### src/rtl/aes_spi_slave_ctrl.sv
// SPI-style slave front end for an external AES cipher core.
// A frame carries CMD, TEXT and optionally KEY (MSB-first). The block then
// launches the core. It returns the result behind a single '1' marker bit,
// so the master only has to watch miso and never needs the core latency.
module aes_spi_slave_ctrl #(
   parameter  int Nk = 4,
   localparam int KW = 32 * Nk
) (
   input  logic          clk,
   input  logic          reset,
   input  logic          cs,
   input  logic          mosi,
   output logic          miso,
   output logic          core_start,
   output logic          core_mode,
   output logic [127:0]  core_text,
   output logic [KW-1:0] core_key,
   input  logic          core_done,
   input  logic [127:0]  core_result,
   output logic          busy,
   output logic          err
);

   typedef enum logic [3:0] {
      S_IDLE, S_CMD, S_TEXT, S_KEY, S_START, S_WAIT, S_MARK, S_SEND, S_HOLD, S_ERR
   } state_t;

   localparam logic [8:0] CMD_LAST  = 9'd7;
   localparam logic [8:0] TEXT_LAST = 9'd127;
   localparam logic [8:0] KEY_LAST  = 9'(KW - 1);

   state_t       state;
   state_t       state_nx;
   logic [8:0]   bit_cnt;
   logic [7:0]   cmd_sr;
   logic [7:0]   cmd_full;
   logic [127:0] text_sr;
   logic [127:0] result_sr;
   logic         key_valid;
   logic         cs_prev;
   logic         err_q;

   assign cmd_full   = {cmd_sr[6:0], mosi};
   assign core_start = (state == S_START);
   assign miso       = (state == S_MARK) || ((state == S_SEND) && result_sr[127]);
   assign busy       = (state != S_IDLE) && (state != S_HOLD);
   assign err        = err_q;

   // State register; reset drops straight back to IDLE
   always_ff @(posedge clk or negedge reset) begin
      if (!reset) state <= S_IDLE;
      else        state <= state_nx;
   end

   // Next-state logic; cs going high outranks everything outside IDLE
   always_comb begin
      state_nx = state;
      if ((state != S_IDLE) && cs) begin
         state_nx = S_IDLE;
      end else begin
         case (state)
            S_IDLE:  if (!cs && cs_prev) state_nx = S_CMD;
            S_CMD: begin
               if (bit_cnt == CMD_LAST) begin
                  if (cmd_full[5:0] != 6'd0)        state_nx = S_ERR;
                  else if (cmd_full[6] && !key_valid) state_nx = S_ERR;
                  else                              state_nx = S_TEXT;
               end
            end
            S_TEXT:  if (bit_cnt == TEXT_LAST) state_nx = cmd_sr[6] ? S_START : S_KEY;
            S_KEY:   if (bit_cnt == KEY_LAST) state_nx = S_START;
            S_START: state_nx = S_WAIT;
            S_WAIT:  if (core_done) state_nx = S_MARK;
            S_MARK:  state_nx = S_SEND;
            S_SEND:  if (bit_cnt == TEXT_LAST) state_nx = S_HOLD;
            S_HOLD:  state_nx = S_HOLD;
            S_ERR:   state_nx = S_ERR;
            default: state_nx = S_IDLE;
         endcase
      end
   end

   // Datapath: shift registers, field counter, key bookkeeping and core handoff
   always_ff @(posedge clk or negedge reset) begin
      if (!reset) begin
         cs_prev   <= 1'b0;
         bit_cnt   <= 9'd0;
         cmd_sr    <= 8'd0;
         text_sr   <= 128'd0;
         result_sr <= 128'd0;
         key_valid <= 1'b0;
         err_q     <= 1'b0;
         core_mode <= 1'b0;
         core_text <= 128'd0;
         core_key  <= '0;
      end else begin
         cs_prev <= cs;

         if ((state == S_IDLE) || (state_nx != state))
            bit_cnt <= ((state == S_IDLE) && (state_nx == S_CMD)) ? 9'd1 : 9'd0;
         else if ((state == S_CMD) || (state == S_TEXT) || (state == S_KEY) || (state == S_SEND))
            bit_cnt <= bit_cnt + 9'd1;

         if (((state == S_IDLE) && (state_nx == S_CMD)) || ((state == S_CMD) && !cs))
            cmd_sr <= cmd_full;

         if ((state == S_TEXT) && !cs)
            text_sr <= {text_sr[126:0], mosi};

         if ((state == S_KEY) && !cs)
            core_key <= {core_key[KW-2:0], mosi};

         if ((state == S_TEXT) && (state_nx == S_KEY))
            key_valid <= 1'b0;
         else if ((state == S_KEY) && (state_nx == S_START))
            key_valid <= 1'b1;

         if (state_nx == S_START) begin
            core_mode <= cmd_sr[7];
            core_text <= (state == S_TEXT) ? {text_sr[126:0], mosi} : text_sr;
         end

         if ((state == S_WAIT) && (state_nx == S_MARK))
            result_sr <= core_result;
         else if (state == S_SEND)
            result_sr <= {result_sr[126:0], 1'b0};

         if ((state == S_IDLE) && (state_nx == S_CMD))
            err_q <= 1'b0;
         else if ((state_nx == S_ERR) && (state != S_ERR))
            err_q <= 1'b1;
      end
   end

endmodule
### config.mk
export PLATFORM = sky130hd
export DESIGN_NAME = aes_spi_slave_ctrl
export DESIGN_NICKNAME = d
export VERILOG_FILES = /design/src/rtl/aes_spi_slave_ctrl.sv
export SDC_FILE = /design/constraint.sdc
export NUM_CORES = 1
export LEC_CHECK = 0
export ABC_CLOCK_PERIOD_IN_PS = 5800
export BUFFER_PORTS_ARGS = -buffer_cell sky130_fd_sc_hd__buf_2
export CORE_MARGIN = 3
export CORE_UTILIZATION = 60
export DETAILED_ROUTE_END_ITERATION = 10
export GPL_ROUTABILITY_DRIVEN = 0
export HOLD_SLACK_MARGIN = 0.05
export PLACE_DENSITY = 0.86
export SKIP_CTS_REPAIR_TIMING = 1
export SLEW_MARGIN = 10
export SYNTH_ARGS = -nofsm -noshare
export SYNTH_HDL_FRONTEND = slang
export SYNTH_SLANG_ARGS = --single-unit
### constraint.sdc
create_clock -name clk -period 5.8 [get_ports clk]
set_input_delay 0.58 -clock clk [delete_from_list [all_inputs] [get_ports clk]]
set_output_delay 0.58 -clock clk [all_outputs]
set_load 0.005 [all_outputs]
## Word level (Yosys, flattened, before mapping)

Cells that the tools add are included.

- Flip-flop bits (word level): 537
- Input bits: 133
- Output and inout bits: 261
- Logic and storage cells: 80

- Add/subtract/negate cells: 1
- Equal/unequal tests: 19
- Muxes and demuxes: 21
- Reduce and logical (&&, ||, !) cells: 28

Operators with widths:

| cell | number |
|---|---|
| two-way mux 128 bit | 3 |
| one-hot mux 4 bit (10 select lines) | 1 |
| two-way mux 4 bit | 9 |
| equality test 4 x 3 -> 1 bit, second input constant | 6 |
| two-way mux 9 bit | 2 |
| logical AND 1 bit | 13 |
| equality test 4 x 2 -> 1 bit, second input constant | 3 |
| equality test 4 bit, second input constant | 3 |
| adder 9 x 1 -> 9 bit, second input constant | 1 |
| equality test 9 x 3 -> 1 bit, second input constant | 1 |
| equality test 9 x 7 -> 1 bit, second input constant | 1 |
| equality test 4 x 1 -> 1 bit, second input constant | 2 |
| != test 4 bit, second input constant | 2 |
| nonzero test 2 bit | 4 |
| logical OR 1 bit | 6 |
| nonzero test 6 bit | 1 |
| two-way mux 1 bit | 5 |
| zero test 4 bit | 1 |
| != test 4 bit | 1 |
| nonzero test 4 bit | 1 |
| two-way mux 3 bit | 1 |
| zero test 1 bit | 2 |

## Longest topological paths before layout

- Word-level depth: 11
- Mapped depth: 11
- Depth with buffers taken out: 8

## Least setup slack after synthesis

OpenSTA, ideal clock, no wires.

- Path kind: reg2reg
- From: reg bit_cnt[0]
- To: reg bit_cnt[0]
- Setup time: 0.124 ns
- Data arrival time: 2.291 ns
- Required time: 5.676 ns
- Path slack: 3.385 ns
- Stages on the path, launching flop included: 9
- Buffers on the path: 1
- Period minus slack after synthesis: 2.415 ns
- Path through: dfrtp_1 -> ha_1 -> and4bb_2 -> and4b_1 -> o311a_1 -> buf_2 -> a311oi_2 -> nand3b_2 -> o31a_1

- Longest elaborated chain between the ends: 8
- Elaborated cells on any way between the ends: 17
- Classes of those cells: add/sub: 1; eq/ne: 4; mux: 9; reduce/logical: 3

RTL lines:

| element | RTL line | text |
|---|---|---|
| start, declared | 34 | `logic [8:0] bit_cnt;` |
| start signal, assigned | 100 | `bit_cnt <= ((state == S_IDLE) && (state_nx == S_CMD)) ? 9'd1 : 9'd0;` |
| start signal, assigned | 102 | `bit_cnt <= bit_cnt + 9'd1;` |
| equality test 9 x 7 -> 1 bit / equality test 9 x 3 -> 1 bit (equally long branches) | n/a |  |
| two-way mux 4 bit, on equally long branches | n/a |  |
| one-hot mux 4 bit (10 select lines) | 61 | `case (state)` |
| two-way mux 4 bit | 58 | `if ((state != S_IDLE) && cs) begin` |
| equality test 4 x 1 -> 1 bit | 100 |  |
| logical AND 1 bit | 100 |  |
| two-way mux 1 bit | 100 |  |
| two-way mux 9 bit | 99 | `if ((state == S_IDLE) \|\| (state_nx != state))` |

Several ways; a longest one is shown, not always the timed one. The select of a mux whose other input is x is not followed.
A chain may end at the register's enable or synchronous reset.

## Worst setup path after layout

- From: reg state[1]
- To: reg text_sr[15]

- Longest elaborated chain between the ends: 2

RTL lines:

| element | RTL line | text |
|---|---|---|
| start, declared | 32 | `state_t state;` |
| start signal, assigned | 52 | `else state <= state_nx;` |
| equality test 4 x 2 -> 1 bit | 107 | `if ((state == S_TEXT) && !cs)` |
| logical AND 1 bit | 107 |  |
| end signal, assigned | 108 | `text_sr <= {text_sr[126:0], mosi};` |
| end, declared | 37 | `logic [127:0] text_sr;` |

No other way between the ends.

==> impl_metrics.py <==
metrics = {
    "synthesis": {
        "synthTopCellsByCount": "dfrtp_1, nand2_1, mux2_2",
        "yosysTopAreaCellShare_pct": 60.93,
        "synth_largest_area_cell": "dfrtp_1",
        "ys.flop_type": "dfrtp_1",
        "synth-seq-cells": 537,
        "synth_edf_count": 0,
        "yosysUniqueCellTypes": 52,
        "ys_top_cells_by_area": "dfrtp_1, mux2_2, mux2i_1, nand2_1, a22oi_1",
        "synthCells": 1814,
        "synth-async-reset-ratio_pct": 100.0,
        "yosysWarnings": 0,
        "syn_area_per_cell_um2": 12.16,
        "yosysMostFrequentCell": "dfrtp_1",
        "syn_nets": 1948,
        "syn_area_um2": 22060,
        "ys_seq_area_share_pct": 60.93,
    },
    "route": {
        "wl_per_cell_um": 19.36,
        "drt-total-wl_um": 51640,
        "drt-vias-per-instance": 5.813,
        "drc": 0,
        "dr.pass1.iters": 7,
        "vias": 15500,
        "first_iter_violations": 1094,
        "postRouteAntennaNets": 0,
    },
    "cts": {
        "cts_made_buffers": 53,
        "root_buffer": "clkbuf_16",
        "cts_tree": "done",
        "clockBufferDepth": 3,
        "clk_latency_ns": 0.59,
        "h-tree-depth": 2,
        "cts.sink_count": 537,
        "cts.reportedPaths.clkPinSlew_ns": 0.06,
    },
    "global_routing": {
        "grt_max_degree": 259,
        "track_usage_pct": 26.08,
        "grt_pass1_vias": 15920,
        "grt_first_pass_wirelength_um": 82740,
        "overflow": 0,
        "grt_antenna_before_repair": 9,
    },
    "setup_path": {
        "cp-start-kind": "register",
        "worstPathArrival_ns": 4.25,
        "cp_data_required_time_ns": 6.27,
        "crit_type": "register to register",
        "crit_path_max_fanout": 65,
        "path_delay_family": "buffers and inverters",
        "cp_num_buf_inv": 2,
        "cpMostUsedCell": "buf_4",
        "cp_slowest_cell": "buf_4",
        "critPathMaxStageDelay_ns": 0.83,
        "cp-end-kind": "register",
        "path_cells": "nor4b_4, buf_4, and2_4, buf_4, mux2_2",
    },
    "place": {
        "place_hpwl_um": 32600,
        "port_buffers": 393,
        "dpl-instance-area_um2": 24280,
    },
    "floorplanning": {
        "die_width_um": 197.7,
        "row_count": 69,
        "die_height_um": 197.7,
        "dieArea_um2": 39100,
        "initial_utilization_pct": 61.41,
        "coreArea_um2": 35910,
        "pin_count": 394,
    },
    "timing": {
        "fin_skew_ns": 0.01683,
        "hold_violations": 0,
        "drv_slew": 0,
        "fin_hold_ws_ns": 0.2021,
        "rsz0062_at_grt": "no",
        "max_freq_ghz": 0.2644,
        "period_needed_ns": 3.782,
        "setup_viol": 0,
        "worst_pin_slew_ns": 1.121,
        "fin_crit_sh_pct": 65.21,
        "finalSetupTns_ns": 0,
        "slew_headroom_pct": 25.28,
    },
    "power": {
        "peakVddDrop_mv": 0.3046,
        "power_leakage_uw": 0.01354,
        "p_per_area_nw_per_um2": 340.5,
        "power_uw": 8904,
    },
    "outcome": {
        "status": "finished, final reports clean",
    },
    "finish": {
        "area_delta_synth_final_pct": 18.54,
        "layout-drive-gt1-share_pct": 35.18,
        "final_nets": 2292,
        "fillCellCount": 2323,
        "final_area_um2": 26150,
    },
    "job": {
        "cap_violations": 0,
    },
    "worst_hold_path": {
        "hold_path.class": "input port to register",
    },
}
[power by group]
part / internal [uW] / switching, uW / total [uW]
combinational: 333 / 477 / 811
sequential: 4200 / 308 / 4510
clock: 2150 / 1430 / 3580
total: 6690 / 2210 / 8900
[registers in the layout, summed over array words and instances (netlist names)]
name       count
key_valid      1
cs_prev        1
text_sr      128
core_key     128
err            1
core_text    128
result_sr    128
bit_cnt        9
core_mode      1
state          4
cmd_sr         8
[through the flow]
step,std cells,setup slack (ns),util (%)
final,2667,2.018,72.80
after global routing,2665,1.740,72.78
after CTS,2660,1.976,72.73
after detailed placement,2563,2.001,67.59
after global placement,2563,2.189,67.59
after floorplan,1814,3.385,-
[cell type report]
| class | count | area, um^2 | share of cell area (%) |
|---|---|---|---|
| repair buffers | 408 | 2142 | 8.193 |
| clock buffers | 75 | 1572 | 6.011 |
| multi-input cells | 1153 | 8110 | 31.02 |
| flip-flops and latches | 537 | 13440 | 51.40 |
| diodes | 6 | 15.01 | 0.05743 |
| inverters | 5 | 18.77 | 0.07178 |
| well taps | 461 | 576.8 | 2.206 |
| clock inverters | 22 | 272.8 | 1.043 |
[layer usage]
metal | track usage [%] | vias to the layer above | wire length, um
li1 | - | 7050 | -
met1 | 32.58 | 7767 | 20040
met2 | 44.09 | 567 | 25900
met3 | 7.708 | 109 | 4268
met4 | 8.571 | 10 | 1388
met5 | 0 | - | 45
[cells in the final DEF, fill, tap and decap left out, types with 2 or more instances in the layout]
master      synthesis  final
nand3_1             4      4
dfrtp_1           537    537
and4_1              2      2
nor2_4              0      2
diode_2             0      6
nand2_1           267    267
nor4b_4             2      2
clkinv_2            0     12
inv_6               0      2
clkbuf_8            0     12
nor4_1              3      2
buf_2              33    392
nor3_1              3      3
inv_1               5      5
buf_4               7     10
nand2b_1            4      4
o21ai_0            10     10
a21oi_1           134    134
nor2_1            154    153
buf_12              0      4
xnor2_1             4      4
nor4_2              1      2
nand4_1             2      2
mux2i_1           131    131
a22oi_1           127    127
bufinv_16           0      6
a31oi_1             4      4
xor2_1              3      3
o211ai_1            2      2
mux2_2            265    265
and2_1              3      2
clkinvlp_4          0      2
clkbuf_1           73      8
and3_1              4      4
clkbuf_16           0     55
[tightest hold or removal path: stages]
cell and delay, ns:
buf_2 0.07, a22oi_1 0.05, nand2_1 0.05
[kinds of logic (layout without fill, tap and decap cells)]
logic type                 after synthesis  count (layout)  share of synthesized area [%]
buffers and inverters                  124             510                          2.451
and+or+nand+nor                        460             460                          8.555
AOI/OAI and AO/OA                      289             289                          8.260
xor gates and xnor gates                 7               7                         0.2780
muxes                                  396             396                          19.47
other                                    0               6                              0
adders and majority gates                1               1                        0.05672
DFF                                    537             537                          60.93
[final timing paths]
check | from | endpoint | slack [ns] | depth (start not counted)
worst min register to register | result_sr[16] | result_sr[16] | 0.48 | 2
min in group asynchronous | reset | core_text[107] | 0.57 | 2
worst max-delay path | state[1] | text_sr[15] | 2.02 | 5
max in group asynchronous | reset | core_key[0] | 3.81 | 3
worst min-delay path | core_result[124] | result_sr[124] | 0.20 | 3
worst max register to register | state[1] | text_sr[15] | 2.02 | 5
Power figures use the tool's default switching activity.
